[src/rtl/cbus_mem_req_seq_if.sv]
// rtl/cbus_mem_req_seq_if.sv - host command/response and CBUS request signal bundle for cbus_mem_req_seq
// slave = sequencer view, master = host/arbiter environment view.
interface cbus_mem_req_seq_if #(
  parameter int DW = 16,
  parameter int AW = 8
);
  logic          host_valid;
  logic          host_ready;
  logic          host_wr;
  logic [AW-1:0] host_addr;
  logic [DW-1:0] host_wdata;
  logic          host_rsp_valid;
  logic [DW-1:0] host_rsp_rdata;
  logic          host_rsp_err;
  logic          cbus_req;
  logic          cbus_slv_cmd;
  logic [AW-1:0] cbus_slv_address;
  logic [DW-1:0] cbus_slv_wdata;
  logic          cbus_waccept;
  logic          cbus_rresp;
  logic [31:0]   cbus_rddata;

  modport slave (
    input  host_valid, host_wr, host_addr, host_wdata,
    input  cbus_waccept, cbus_rresp, cbus_rddata,
    output host_ready, host_rsp_valid, host_rsp_rdata, host_rsp_err,
    output cbus_req, cbus_slv_cmd, cbus_slv_address, cbus_slv_wdata
  );

  modport master (
    output host_valid, host_wr, host_addr, host_wdata,
    output cbus_waccept, cbus_rresp, cbus_rddata,
    input  host_ready, host_rsp_valid, host_rsp_rdata, host_rsp_err,
    input  cbus_req, cbus_slv_cmd, cbus_slv_address, cbus_slv_wdata
  );
endinterface

[src/rtl/cbus_mem_req_seq.sv]
// rtl/cbus_mem_req_seq.sv - single-outstanding CBUS request sequencer in front of the two-port-memory arbiter
// Optional request timeout enabled by defining CBUS_REQ_TIMEOUT_EN.
module cbus_mem_req_seq #(
  parameter int DW        = 16,
  parameter int AW        = 8,
  parameter int CNTW      = 16,
  parameter int TO_CYCLES = 1024
) (
  input  logic            clk,
  input  logic            sreset_n,
  cbus_mem_req_seq_if.slave bus,
  output logic [CNTW-1:0] wr_done_cnt,
  output logic [CNTW-1:0] rd_done_cnt
);

  typedef enum logic [2:0] {
    S_IDLE    = 3'd0,
    S_WR_REQ  = 3'd1,
    S_RD_REQ  = 3'd2,
    S_RD_DATA = 3'd3,
    S_RSP     = 3'd4
  } state_t;

  state_t          r_state;
  state_t          w_next;
  logic            w_wr_done;
  logic            w_timeout;
  logic            w_to_hit;
  logic            r_cbus_req;
  logic            r_cbus_cmd;
  logic [AW-1:0]   r_cbus_addr;
  logic [DW-1:0]   r_cbus_wdata;
  logic            r_rsp_valid;
  logic [DW-1:0]   r_rsp_rdata;
  logic [CNTW-1:0] r_wr_cnt;
  logic [CNTW-1:0] r_rd_cnt;
  logic [DW-1:0]   w_rddata;

  assign w_rddata = bus.cbus_rddata[DW-1:0];

`ifdef CBUS_REQ_TIMEOUT_EN
  localparam int TOW = $clog2(TO_CYCLES);

  logic [TOW-1:0] r_to_cnt;
  logic           r_rsp_err;

  // Counts request cycles; zero on every entry because all other states hold it at 0.
  always_ff @(posedge clk or negedge sreset_n) begin
    if (!sreset_n) begin
      r_to_cnt <= '0;
    end else if (r_state == S_WR_REQ || r_state == S_RD_REQ) begin
      r_to_cnt <= r_to_cnt + TOW'(1);
    end else begin
      r_to_cnt <= '0;
    end
  end

  assign w_to_hit = (r_to_cnt == TOW'(TO_CYCLES - 1));

  always_ff @(posedge clk or negedge sreset_n) begin
    if (!sreset_n) begin
      r_rsp_err <= 1'b0;
    end else if (w_timeout) begin
      r_rsp_err <= 1'b1;
    end else if (w_wr_done || r_state == S_RD_DATA) begin
      r_rsp_err <= 1'b0;
    end
  end

  assign bus.host_rsp_err = r_rsp_err;
`else
  assign w_to_hit         = 1'b0;
  assign bus.host_rsp_err = 1'b0;
`endif

  always_ff @(posedge clk or negedge sreset_n) begin
    if (!sreset_n) begin
      r_state <= S_IDLE;
    end else begin
      r_state <= w_next;
    end
  end

  // A grant in the expiry cycle is checked first so it wins over the timeout.
  always_comb begin
    w_next    = r_state;
    w_wr_done = 1'b0;
    w_timeout = 1'b0;
    case (r_state)
      S_IDLE: begin
        if (bus.host_valid) begin
          w_next = bus.host_wr ? S_WR_REQ : S_RD_REQ;
        end
      end
      S_WR_REQ: begin
        if (bus.cbus_waccept) begin
          w_next    = S_RSP;
          w_wr_done = 1'b1;
        end else if (w_to_hit) begin
          w_next    = S_RSP;
          w_timeout = 1'b1;
        end
      end
      S_RD_REQ: begin
        if (bus.cbus_rresp) begin
          w_next = S_RD_DATA;
        end else if (w_to_hit) begin
          w_next    = S_RSP;
          w_timeout = 1'b1;
        end
      end
      S_RD_DATA: w_next = S_RSP;
      S_RSP:     w_next = S_IDLE;
      default:   w_next = S_IDLE;
    endcase
  end

  always_ff @(posedge clk or negedge sreset_n) begin
    if (!sreset_n) begin
      r_cbus_req   <= 1'b0;
      r_cbus_cmd   <= 1'b0;
      r_cbus_addr  <= '0;
      r_cbus_wdata <= '0;
      r_rsp_valid  <= 1'b0;
      r_rsp_rdata  <= '0;
      r_wr_cnt     <= '0;
      r_rd_cnt     <= '0;
    end else begin
      r_cbus_req  <= (w_next == S_WR_REQ) || (w_next == S_RD_REQ);
      r_rsp_valid <= (w_next == S_RSP);
      if (r_state == S_IDLE && bus.host_valid) begin
        r_cbus_cmd   <= bus.host_wr;
        r_cbus_addr  <= bus.host_addr;
        r_cbus_wdata <= bus.host_wdata;
      end
      // Response data only changes on the edge entering RSP, so it holds between responses.
      if (w_wr_done) begin
        r_rsp_rdata <= '0;
        r_wr_cnt    <= r_wr_cnt + CNTW'(1);
      end else if (r_state == S_RD_DATA) begin
        r_rsp_rdata <= w_rddata;
        r_rd_cnt    <= r_rd_cnt + CNTW'(1);
      end else if (w_timeout) begin
        r_rsp_rdata <= '0;
      end
    end
  end

  assign bus.host_ready       = (r_state == S_IDLE);
  assign bus.host_rsp_valid   = r_rsp_valid;
  assign bus.host_rsp_rdata   = r_rsp_rdata;
  assign bus.cbus_req         = r_cbus_req;
  assign bus.cbus_slv_cmd     = r_cbus_cmd;
  assign bus.cbus_slv_address = r_cbus_addr;
  assign bus.cbus_slv_wdata   = r_cbus_wdata;
  assign wr_done_cnt          = r_wr_cnt;
  assign rd_done_cnt          = r_rd_cnt;

endmodule
[src/flat_wrapper.sv]
// flat-port wrapper written by rule: the top's interface ports become plain ports
module cbus_mem_req_seq_flat 
#(
  parameter int DW        = 16,
  parameter int AW        = 8,
  parameter int CNTW      = 16,
  parameter int TO_CYCLES = 1024
)
  (clk, sreset_n, wr_done_cnt, rd_done_cnt, bus_host_valid, bus_host_wr, bus_host_addr, bus_host_wdata, bus_cbus_waccept, bus_cbus_rresp, bus_cbus_rddata, bus_host_ready, bus_host_rsp_valid, bus_host_rsp_rdata, bus_host_rsp_err, bus_cbus_req, bus_cbus_slv_cmd, bus_cbus_slv_address, bus_cbus_slv_wdata);
  cbus_mem_req_seq_if #(.DW(DW), .AW(AW)) bus_i ();
  input  logic clk;
  input  logic sreset_n;
  output logic [CNTW-1:0] wr_done_cnt;
  output logic [CNTW-1:0] rd_done_cnt;
  input wire logic [$bits(bus_i.host_valid)-1:0] bus_host_valid;
  input wire logic [$bits(bus_i.host_wr)-1:0] bus_host_wr;
  input wire logic [$bits(bus_i.host_addr)-1:0] bus_host_addr;
  input wire logic [$bits(bus_i.host_wdata)-1:0] bus_host_wdata;
  input wire logic [$bits(bus_i.cbus_waccept)-1:0] bus_cbus_waccept;
  input wire logic [$bits(bus_i.cbus_rresp)-1:0] bus_cbus_rresp;
  input wire logic [$bits(bus_i.cbus_rddata)-1:0] bus_cbus_rddata;
  output wire logic [$bits(bus_i.host_ready)-1:0] bus_host_ready;
  output wire logic [$bits(bus_i.host_rsp_valid)-1:0] bus_host_rsp_valid;
  output wire logic [$bits(bus_i.host_rsp_rdata)-1:0] bus_host_rsp_rdata;
  output wire logic [$bits(bus_i.host_rsp_err)-1:0] bus_host_rsp_err;
  output wire logic [$bits(bus_i.cbus_req)-1:0] bus_cbus_req;
  output wire logic [$bits(bus_i.cbus_slv_cmd)-1:0] bus_cbus_slv_cmd;
  output wire logic [$bits(bus_i.cbus_slv_address)-1:0] bus_cbus_slv_address;
  output wire logic [$bits(bus_i.cbus_slv_wdata)-1:0] bus_cbus_slv_wdata;
  assign bus_i.host_valid = bus_host_valid;
  assign bus_i.host_wr = bus_host_wr;
  assign bus_i.host_addr = bus_host_addr;
  assign bus_i.host_wdata = bus_host_wdata;
  assign bus_i.cbus_waccept = bus_cbus_waccept;
  assign bus_i.cbus_rresp = bus_cbus_rresp;
  assign bus_i.cbus_rddata = bus_cbus_rddata;
  assign bus_host_ready = bus_i.host_ready;
  assign bus_host_rsp_valid = bus_i.host_rsp_valid;
  assign bus_host_rsp_rdata = bus_i.host_rsp_rdata;
  assign bus_host_rsp_err = bus_i.host_rsp_err;
  assign bus_cbus_req = bus_i.cbus_req;
  assign bus_cbus_slv_cmd = bus_i.cbus_slv_cmd;
  assign bus_cbus_slv_address = bus_i.cbus_slv_address;
  assign bus_cbus_slv_wdata = bus_i.cbus_slv_wdata;
  cbus_mem_req_seq #(.DW(DW), .AW(AW), .CNTW(CNTW), .TO_CYCLES(TO_CYCLES)) u_core (.clk(clk), .sreset_n(sreset_n), .bus(bus_i), .wr_done_cnt(wr_done_cnt), .rd_done_cnt(rd_done_cnt));
endmodule
[config.mk]
export PLATFORM = sky130hd
export DESIGN_NAME = cbus_mem_req_seq_flat
export DESIGN_NICKNAME = d
export VERILOG_FILES = /design/src/rtl/cbus_mem_req_seq_if.sv /design/src/rtl/cbus_mem_req_seq.sv /design/src/flat_wrapper.sv
export SDC_FILE = /design/constraint.sdc
export NUM_CORES = 1
export LEC_CHECK = 0
export BUFFER_PORTS_ARGS = -buffer_cell sky130_fd_sc_hd__buf_2
export CAP_MARGIN = 20
export CORE_MARGIN = 2
export CORE_UTILIZATION = 47
export DETAILED_ROUTE_END_ITERATION = 10
export PLACE_DENSITY = 0.85
export RECOVER_POWER = 25
export SLEW_MARGIN = 10
export SYNTH_ARGS = -nofsm -noshare
export SYNTH_HDL_FRONTEND = slang
export SYNTH_SLANG_ARGS = --single-unit
[constraint.sdc]
create_clock -name clk -period 1.7 [get_ports clk]
set_input_delay 0.085 -clock clk [delete_from_list [all_inputs] [get_ports clk]]
set_output_delay 0.085 -clock clk [all_outputs]
set_load 0.1 [all_outputs]
==> impl_metrics.env <==
export IMPL_status="complete, no violations"
export IMPL_max_slew_margin_pct=42.2
export IMPL_fp_row_count=29
export IMPL_max_slew_worst_pin_slew_ns=0.866
export IMPL_cp_end_kind="register"
export IMPL_nets=472
export IMPL_cts_buffers=9
export IMPL_drt_iter0_drc=97
export IMPL_yosysSeqAreaShare_pct=61.6
export IMPL_final_common_cell="buf_2"
export IMPL_wl_met2_um=3920
export IMPL_grt_ovfl_total=0
export IMPL_synth_seq_cells=78
export IMPL_final_instance_count_excl_fill=490
export IMPL_wl_met3_um=362
export IMPL_ys_flop_type="dfrtp_1"
export IMPL_grt_start_max_net_pins=45
export IMPL_dp_hpwl_um=4820
export IMPL_drtAntennaViolNets=0
export IMPL_dr_pass1_iters=4
export IMPL_portBuffers=121
export IMPL_post_cts_resize_count=0
export IMPL_critPathRequiredTime_ns=1.92
export IMPL_ioPinCount=139
export IMPL_route_layer_met1_wl_um=3100
export IMPL_htreeDepth=3
export IMPL_worstPathCellList="nand4bb_1, buf_4, nor4b_4, nand3_1, xnor2_1"
export IMPL_synthesis_nets=300
export IMPL_avgSynthCellArea_sq_um=13.4
export IMPL_timing_final_crit_period_ns=1.60
export IMPL_layout_drive_gt1_share_pct=48.9
export IMPL_wl_per_cell_um=15.3
export IMPL_cp_max_fo=7
export IMPL_antenna_found_initial=0
export IMPL_clk_pin_slew_ns=0.07
export IMPL_setup_viol=0
export IMPL_antenna_cells=0
export IMPL_cts_root_buf="clkbuf_8"
export IMPL_clock_skew_ns=0.00868
export IMPL_fin_setup_tns_ns=0
export IMPL_hold_viol_final=0
export IMPL_critPathMaxStageDelay_ns=0.47
export IMPL_vias=2476
export IMPL_top_layer="met4"
export IMPL_maxCapViolCount=0
export IMPL_post_drt_via_cell_ratio=5.05
export IMPL_maxSlewViolCount=0
export IMPL_clockBufferDepth=2
export IMPL_hold_class="input pin to register"
export IMPL_grt_pass1_wl_um=11800
export IMPL_core_area_sq_um=6420
export IMPL_drt_total_wl_um=7520
export IMPL_yosys_warnings=0
export IMPL_die_y_um=86.1
export IMPL_gp_congestion=0.790
export IMPL_dp_cells=433
export IMPL_layout_common_cells="buf_2, dfrtp_1, dlygate4sd3_1"
export IMPL_whs_ns=0.0193
export IMPL_worstPathArrival_ns=1.82
export IMPL_cts_sinks=78
export IMPL_grt_pass1_vias=2496
export IMPL_synth_distinct_cells=32
export IMPL_slowest_stage="dfrtp_1"
export IMPL_timing_fmax_mhz=625
export IMPL_worstSetupStartpointType="register"
export IMPL_area_growth_pct=47.3
export IMPL_synthArstFlopShare_pct=100
export IMPL_syn_area_sq_um=3170
export IMPL_dieArea_sq_um=7420
export IMPL_place_ws_ns=0.105
export IMPL_grt_setup_unrepaired="yes"
export IMPL_insertion_delay_ns=0.34
export IMPL_post_cts_setup_buffer_count=0
export IMPL_grt_usage_pct=20.8
export IMPL_synth_edff_count=0
export IMPL_final_period_utilization_pct=94.1
export IMPL_critical_path_class="register to register"
export IMPL_drc=0
export IMPL_fin_ws_ns=0.0997
export IMPL_die_width_um=86.1
export IMPL_syn_inst=236
export IMPL_cts_tree="done"
export IMPL_initial_core_util_pct=49.4
-- per-stage QoR --
step	cell area, sq um	util, %
6_report	4670	72.7
5_1_grt	4670	72.7
4_1_cts	4670	72.8
3_5_place_dp	4050	63.0
3_3_place_gp	4050	63.0
2_1_floorplan	3330	-
-- logic make-up (layout without fill, tap and decap cells) --
family                     count (synthesis)  after routing  share of synthesized area, %
DFF                                       78             78                          61.6
and+or+nand+nor                           61             61                          11.8
xor gates and xnor gates                  30             30                          8.29
muxes                                     26             26                          9.19
AOI/OAI and AO/OA                         21             21                          5.17
buffers and inverters                     17            194                          3.12
adders and majority gates                  2              2                         0.789
other                                      1              1                         0.118
-- area by class of cell --
| type | instances | area (sq um) |
|---|---|---|
| well taps | 77 | 96.3 |
| inverters | 7 | 26.3 |
| fillers | 447 | 1750 |
| repair buffers | 171 | 1110 |
| clock inverters | 3 | 67.6 |
| multi-input cells | 141 | 1210 |
| clock buffers | 13 | 149 |
| flip-flops and latches | 78 | 2010 |
-- worst max-delay path, delay by kind of cell, from the launching register on --
kind / cells / cell delay, ns
XOR/XNOR: 1 / 0.14
buffers and inverters: 1 / 0.18
flip-flops: 1 / 0.47
AND/OR/NAND/NOR: 3 / 0.71
-- timing repair --
| item | 4_1_cts | 5_1_grt |
|---|---|---|
| hold buffers | 41 | 0 |
| hold endpoints to repair | 75 | 0 |
| setup endpoints to repair | 0 | 2 |
-- routing by layer --
metal	vias up	track usage [%]
li1	1161	-
met3	11	4.23
met4	0	9.52
met1	1225	25.1
met2	79	35.9
met5	-	0
-- Yosys cell counts, types with 2 or more instances --
master | n | area, sq um
a21oi_1 | 3 | 15.0
a22o_1 | 15 | 131
and3_1 | 6 | 37.5
and4_1 | 4 | 35.0
buf_2 | 4 | 20.0
buf_4 | 4 | 30.0
buf_6 | 2 | 22.5
dfrtp_1 | 78 | 1950
ha_1 | 2 | 25.0
inv_1 | 7 | 26.3
mux2_2 | 25 | 282
nand2_1 | 10 | 37.5
nand3_1 | 12 | 60.1
nand4_1 | 9 | 56.3
nor2_1 | 6 | 22.5
nor3_1 | 3 | 15.0
nor3_2 | 2 | 20.0
o21ai_0 | 2 | 10.0
xnor2_1 | 23 | 201
xor2_1 | 7 | 61.3
-- state kept, by name (all words and copies together), names as in the netlist --
name,count
u_core.bus.host_rsp_rdata,16
u_core.bus.host_rsp_valid,1
u_core.bus.cbus_req,1
u_core.bus.cbus_slv_cmd,1
u_core.bus.cbus_slv_address,8
u_core.wr_done_cnt,16
u_core.bus.cbus_slv_wdata,16
u_core.rd_done_cnt,16
u_core.r_state,3
-- worst paths after layout --
path,start,depth (start not counted),to,slack [ns]
worst min-delay path,bus_cbus_rddata[15],3,u_core.bus.host_rsp_rdata[15],0.02
worst min register to register,u_core.rd_done_cnt[15],1,u_core.rd_done_cnt[15],0.47
worst max-delay path,u_core.r_state[2],5,u_core.wr_done_cnt[15],0.1
worst max register to register,u_core.r_state[2],5,u_core.wr_done_cnt[15],0.1
max in group asynchronous,sreset_n,3,u_core.wr_done_cnt[3],0.57
min in group asynchronous,sreset_n,2,u_core.bus.cbus_slv_wdata[6],0.38
Power is left out: the tool's default activity adds up to more than one toggle a clock period on the data nets, which glitch-free logic cannot reach.
